$ cat config.mk
export PLATFORM = sky130hd
export DESIGN_NAME = serdes_frame_xcvr
export DESIGN_NICKNAME = d
export VERILOG_FILES = /design/src/rtl/serdes_pkg.sv /design/src/rtl/serdes_rx_deframer.sv /design/src/rtl/serdes_frame_xcvr.sv
export SDC_FILE = /design/constraint.sdc
export NUM_CORES = 1
export LEC_CHECK = 0
export ABC_AREA = 1
export CAP_MARGIN = 20
export CORE_MARGIN = 2
export CORE_UTILIZATION = 45
export DETAILED_ROUTE_END_ITERATION = 6
export HOLD_SLACK_MARGIN = 0.06
export MAX_ROUTING_LAYER = met4
export PLACE_DENSITY_LB_ADDON = 0.15
export SYNTH_ARGS = -nofsm -noshare
export SYNTH_HDL_FRONTEND = slang
export SYNTH_SLANG_ARGS = --single-unit
$ cat constraint.sdc
create_clock -name clk -period 1.7 [get_ports clk]
set_input_delay 0.17 -clock clk [delete_from_list [all_inputs] [get_ports clk]]
set_output_delay 0.17 -clock clk [all_outputs]
set_load 0.01 [all_outputs]
$ cat src/rtl/serdes_pkg.sv
// rtl/serdes_pkg.sv - shared states, parity modes and frame helpers for the framed SerDes
package serdes_pkg;

    localparam int PARITY_NONE = 0;
    localparam int PARITY_EVEN = 1;
    localparam int PARITY_ODD  = 2;
    localparam int MAX_DATA_W  = 16;

    typedef enum logic [2:0] {
        TX_IDLE,
        TX_START,
        TX_DATA,
        TX_PARITY,
        TX_STOP
    } tx_state_e;

    typedef enum logic [2:0] {
        RX_IDLE,
        RX_DATA,
        RX_PARITY,
        RX_STOP,
        RX_BREAK
    } rx_state_e;

    function automatic logic parity_bit(input logic [MAX_DATA_W-1:0] data, input int mode);
        return (^data) ^ (mode == PARITY_ODD);
    endfunction

    function automatic int frame_len(input int data_w, input int mode);
        return data_w + 2 + ((mode != PARITY_NONE) ? 1 : 0);
    endfunction

endpackage

$ cat src/rtl/serdes_rx_deframer.sv
// rtl/serdes_rx_deframer.sv - RX frame FSM, word assembly and error flags
module serdes_rx_deframer
    import serdes_pkg::*;
#(
    parameter int DATA_W      = 8,
    parameter int PARITY_MODE = 1,
    parameter int MSB_FIRST   = 0
) (
    input  logic              clk,
    input  logic              rst_n,
    input  logic              bit_en,
    input  logic              ser_bit,
    output logic [DATA_W-1:0] rx_data,
    output logic              rx_valid,
    output logic              rx_par_err,
    output logic              rx_frm_err
);

    localparam int CW = $clog2(frame_len(DATA_W, PARITY_MODE));
    localparam logic [CW-1:0] LAST_BIT = CW'(DATA_W - 1);

    rx_state_e         state_q, state_d;
    logic [DATA_W-1:0] asm_q, asm_d;
    logic [CW-1:0]     cnt_q, cnt_d;
    logic              par_q, par_d;
    logic [DATA_W-1:0] rx_data_q, rx_data_d;
    logic              valid_q, valid_d;
    logic              par_err_q, par_err_d;
    logic              frm_err_q, frm_err_d;

    assign rx_data    = rx_data_q;
    assign rx_valid   = valid_q;
    assign rx_par_err = par_err_q;
    assign rx_frm_err = frm_err_q;

    always_comb begin
        state_d   = state_q;
        asm_d     = asm_q;
        cnt_d     = cnt_q;
        par_d     = par_q;
        rx_data_d = rx_data_q;
        valid_d   = 1'b0;
        par_err_d = par_err_q;
        frm_err_d = frm_err_q;
        case (state_q)
            RX_IDLE: if (bit_en && !ser_bit) begin
                cnt_d   = '0;
                state_d = RX_DATA;
            end
            RX_DATA: if (bit_en) begin
                asm_d = (MSB_FIRST != 0) ? {asm_q[DATA_W-2:0], ser_bit}
                                         : {ser_bit, asm_q[DATA_W-1:1]};
                cnt_d = cnt_q + CW'(1);
                if (cnt_q == LAST_BIT)
                    state_d = (PARITY_MODE != PARITY_NONE) ? RX_PARITY : RX_STOP;
            end
            RX_PARITY: if (bit_en) begin
                par_d   = ser_bit;
                state_d = RX_STOP;
            end
            RX_STOP: if (bit_en) begin
                rx_data_d = asm_q;
                valid_d   = 1'b1;
                par_err_d = (PARITY_MODE != PARITY_NONE) &&
                            (par_q != parity_bit(MAX_DATA_W'(asm_q), PARITY_MODE));
                frm_err_d = !ser_bit;
                // A low stop bit means the line may be held in break; wait for it to rise
                state_d   = ser_bit ? RX_IDLE : RX_BREAK;
            end
            RX_BREAK: if (bit_en && ser_bit) state_d = RX_IDLE;
            default: state_d = RX_IDLE;
        endcase
    end

    always_ff @(posedge clk or negedge rst_n) begin
        if (!rst_n) begin
            state_q   <= RX_IDLE;
            asm_q     <= '0;
            cnt_q     <= '0;
            par_q     <= 1'b0;
            rx_data_q <= '0;
            valid_q   <= 1'b0;
            par_err_q <= 1'b0;
            frm_err_q <= 1'b0;
        end else begin
            state_q   <= state_d;
            asm_q     <= asm_d;
            cnt_q     <= cnt_d;
            par_q     <= par_d;
            rx_data_q <= rx_data_d;
            valid_q   <= valid_d;
            par_err_q <= par_err_d;
            frm_err_q <= frm_err_d;
        end
    end

endmodule

$ cat src/rtl/serdes_frame_xcvr.sv
// rtl/serdes_frame_xcvr.sv - framed serializer/deserializer with loopback and break handling
module serdes_frame_xcvr
    import serdes_pkg::*;
#(
    parameter int DATA_W      = 8,
    parameter int PARITY_MODE = 1,
    parameter int MSB_FIRST   = 0
) (
    input  logic              clk,
    input  logic              rst_n,
    input  logic              bit_en,
    input  logic              loopback,
    input  logic [DATA_W-1:0] tx_data,
    input  logic              tx_valid,
    output logic              tx_ready,
    output logic              ser_out,
    input  logic              ser_in,
    output logic [DATA_W-1:0] rx_data,
    output logic              rx_valid,
    output logic              rx_par_err,
    output logic              rx_frm_err
);

    localparam int CW = $clog2(frame_len(DATA_W, PARITY_MODE));
    localparam logic [CW-1:0] LAST_BIT = CW'(DATA_W - 1);

    tx_state_e         tx_state_q, tx_state_d;
    logic [DATA_W-1:0] tx_shift_q, tx_shift_d;
    logic [CW-1:0]     tx_cnt_q, tx_cnt_d;
    logic              tx_par_q, tx_par_d;
    logic              ser_out_q, ser_out_d;
    logic              gap_ok_q, gap_ok_d;
    logic              ser_in_q, ser_in_d;

    assign tx_ready = (tx_state_q == TX_IDLE);
    assign ser_out  = ser_out_q;
    assign ser_in_d = loopback ? ser_out_q : ser_in;

    // gap_ok records that a full bit period has elapsed since the last stop bit began,
    // so back-to-back frames always see at least two stop periods even with sparse bit_en.
    always_comb begin
        tx_state_d = tx_state_q;
        tx_shift_d = tx_shift_q;
        tx_cnt_d   = tx_cnt_q;
        tx_par_d   = tx_par_q;
        ser_out_d  = ser_out_q;
        gap_ok_d   = gap_ok_q;
        case (tx_state_q)
            TX_IDLE: begin
                if (bit_en) gap_ok_d = 1'b1;
                if (tx_valid) begin
                    tx_shift_d = tx_data;
                    tx_par_d   = parity_bit(MAX_DATA_W'(tx_data), PARITY_MODE);
                    tx_state_d = TX_START;
                end
            end
            TX_START: if (bit_en) begin
                if (gap_ok_q) begin
                    ser_out_d  = 1'b0;
                    tx_cnt_d   = '0;
                    tx_state_d = TX_DATA;
                end else begin
                    gap_ok_d = 1'b1;
                end
            end
            TX_DATA: if (bit_en) begin
                if (MSB_FIRST != 0) begin
                    ser_out_d  = tx_shift_q[DATA_W-1];
                    tx_shift_d = tx_shift_q << 1;
                end else begin
                    ser_out_d  = tx_shift_q[0];
                    tx_shift_d = tx_shift_q >> 1;
                end
                tx_cnt_d = tx_cnt_q + CW'(1);
                if (tx_cnt_q == LAST_BIT)
                    tx_state_d = (PARITY_MODE != PARITY_NONE) ? TX_PARITY : TX_STOP;
            end
            TX_PARITY: if (bit_en) begin
                ser_out_d  = tx_par_q;
                tx_state_d = TX_STOP;
            end
            TX_STOP: if (bit_en) begin
                ser_out_d  = 1'b1;
                gap_ok_d   = 1'b0;
                tx_state_d = TX_IDLE;
            end
            default: tx_state_d = TX_IDLE;
        endcase
    end

    always_ff @(posedge clk or negedge rst_n) begin
        if (!rst_n) begin
            tx_state_q <= TX_IDLE;
            tx_shift_q <= '0;
            tx_cnt_q   <= '0;
            tx_par_q   <= 1'b0;
            ser_out_q  <= 1'b1;
            gap_ok_q   <= 1'b1;
            ser_in_q   <= 1'b1;
        end else begin
            tx_state_q <= tx_state_d;
            tx_shift_q <= tx_shift_d;
            tx_cnt_q   <= tx_cnt_d;
            tx_par_q   <= tx_par_d;
            ser_out_q  <= ser_out_d;
            gap_ok_q   <= gap_ok_d;
            ser_in_q   <= ser_in_d;
        end
    end

    serdes_rx_deframer #(
        .DATA_W      (DATA_W),
        .PARITY_MODE (PARITY_MODE),
        .MSB_FIRST   (MSB_FIRST)
    ) u_rx (
        .clk        (clk),
        .rst_n      (rst_n),
        .bit_en     (bit_en),
        .ser_bit    (ser_in_q),
        .rx_data    (rx_data),
        .rx_valid   (rx_valid),
        .rx_par_err (rx_par_err),
        .rx_frm_err (rx_frm_err)
    );

endmodule

==> metrics <==
number of synthesized flops with an enable pin=0; routed length per placed instance=11.01 um; Final #Nets=355; CP endpoint kind=output pin; Crit path required time=1530 ps; leading cell type in the layout, fill and taps excluded=nand2_1; Die Y=78.61 um; placed wire-length estimate=3404 um; H-tree Lvls=2; asr flop ratio synth=1.000; sequential area share after synthesis=0.4610; CTS tree=yes; Remaining DRCs=0; 1st-iter DRT viols=111; # rows=27; gr usage total=0.1772; final wirelength=4536 um; CP Launch Type=flop; Rel. slew slack=0.6371; post-route cell area=0.002937 mm^2; setup violators final=0; largest net degree at the start of global routing=26; Pre-Repair DR Iteration Count=4; Max Cap Viol=0; FF-to-FF Start=tx_state_q[0]; minimum clock period=1537 ps; placed insts=403; max-slew violation count=0; R2R Setup Slk=210 ps; RSZ-0062 raised after global routing=false; Final Hold Fails=0; final core area utilization=0.5399; status=finished clean; Hold Path Class=in2async; Root Buffer=clkbuf_8; Syn Nets=323; Clock Sinks=46; Max Fclk=0.6505 GHz; Reg clk slew, reported paths=90 ps; Via-to-Cell Ratio=4.791; Power Dens Cells=1714 mW/mm^2; Worst VDD drop=0.001047 V; R2R depth=7; final std cells w/o fill=412; Slew @ Worst Pin=544.3 ps; Tcrit/Tclk final=0.9043; remaining antenna violation count=0; via count=1,974; Cell variety after synth=35; share of layout cells above drive strength 1=0.1588; Fillers=531; Pleak=0.001451 uW; initial antenna violation count=0; CTS max path bufs=2; crit path max fanout=4; Setup Skew=11.27 ps; I/O pin count=27; Post-Syn Area=0.002505 mm^2; core area=0.005439 mm^2; Syn Area/Cell=8.159 um^2; CTS Buf Count=5; DP Area=0.002838 mm^2; die width=78.61 um; most frequent cells in the layout=nand2_1 (95), dfrtp_1 (43), inv_1 (36), clkdlybuf4s50_1 (24); Starting Density=0.4605; Clock Latency Late Sink=300 ps; Post-CTS Setup Inserts=0; GPL Wtd Cong=0.8762; worst r2r dst=tx_cnt_q[0]; vias in the first global route=1,919; Yosys reg bits=46; Ant. Diodes=0; Syn Inst Count=307; Primary FF master, synth=dfrtp_1; yosys warns=0; critical path type=reg2out; port bufs=26; global-route wire length before repair=8418 um; synth-to-layout area growth=17.23%; GRT overflow=0; full die area=0.006180 mm^2; CP arrival=1370 ps; Fin Setup TNS=0 ps
## cell usage after synthesis (2+ instances only)
master / instances / area, um^2
nand2_4: 4 / 45.04
a21oi_1: 7 / 35.03
inv_2: 3 / 11.26
ha_1: 2 / 25.02
nor2_1: 15 / 56.30
nand2_1: 95 / 356.6
xnor2_1: 4 / 35.03
dfstp_2: 3 / 78.83
o21ai_0: 22 / 110.1
nor2_2: 3 / 18.77
xor2_1: 4 / 35.03
dfrtp_1: 43 / 1076
nand2_2: 5 / 31.28
nor2_4: 3 / 33.78
nand3_1: 22 / 110.1
inv_4: 2 / 12.51
o21ai_2: 16 / 140.1
o21ai_1: 2 / 10.01
inv_1: 36 / 135.1
## per-stage QoR
stage	worst slack, ps	power [uW]	hold WS [ps]
after global placement	172.0	4338	185.9
after floorplan	340.8	3807	-125.6
final	162.7	5033	375.8
after CTS	147.1	5101	391.8
after global routing	75.82	5593	397.4
after detailed placement	140.8	4404	186.5
## cell families after synthesis
logic type	Yosys count	share of synthesized area
flip-flops	46	0.4610
AO/OA/AOI/OAI	52	0.1354
adder cells (fa/ha/maj)	2	0.009988
buffers and inverters	46	0.08241
AND/OR/NAND/NOR	153	0.2832
XOR/XNOR	8	0.02797
## registers in the layout (all words and copies together) (netlist names), 3 cells and up
register      count
tx_shift_q        8
u_rx.asm_q        8
u_rx.cnt_q        4
tx_cnt_q          4
u_rx.state_q      3
tx_state_q        3
u_rx.rx_data      8
## final cells by class
| class | instances | area (um^2) | area share |
|---|---|---|---|
| clock buffer | 8 | 90.09 | 0.03068 |
| inverter | 41 | 158.9 | 0.05411 |
| multi-input combinational | 215 | 1144 | 0.3894 |
| sequential | 46 | 1155 | 0.3933 |
| tap | 72 | 90.09 | 0.03068 |
| timing repair buffer | 30 | 299.0 | 0.1018 |
## how the worst max path moves through the flow
stage / from / to / depth (start not counted)
detailed placement: bit_en / u_rx.state_q[0] / 8
finish: tx_state_q[2] / tx_ready / 4
CTS: tx_state_q[2] / tx_ready / 4
global placement: bit_en / u_rx.state_q[0] / 8
floorplan: tx_state_q[2] / tx_shift_q[2] / 9
global route: tx_state_q[0] / tx_cnt_q[0] / 7
## report_power, final
part	switching, uW	internal (uW)
Sequential	324	1550
Clock	364	332
Combinational	1470	985
Total	2160	2870
## critical path, stage by stage, from the launching register on
cell	delay, ps
dfrtp_1	420
inv_1	140
nand2_4	90
nor2_2	130
dlygate4sd2_1	280
## layer usage
| layer | vias up | share of wire | GRT usage |
|---|---|---|---|
| met2 | 37 | 0.49 | 0.2915 |
| met4 | 0 | 0.011 | 0.05088 |
| met3 | 4 | 0.039 | 0.04828 |
| met1 | 894 | 0.46 | 0.2146 |
| li1 | 1039 | - | - |
| met5 | - | 0 | - |
## timing repair
action                                 CTS  global route
gates resized for setup                  1             0
setup endpoints to repair                1             0
hold buffers                             1             0
endpoints found under the hold margin   18             0
Power figures use the tool's default switching activity.
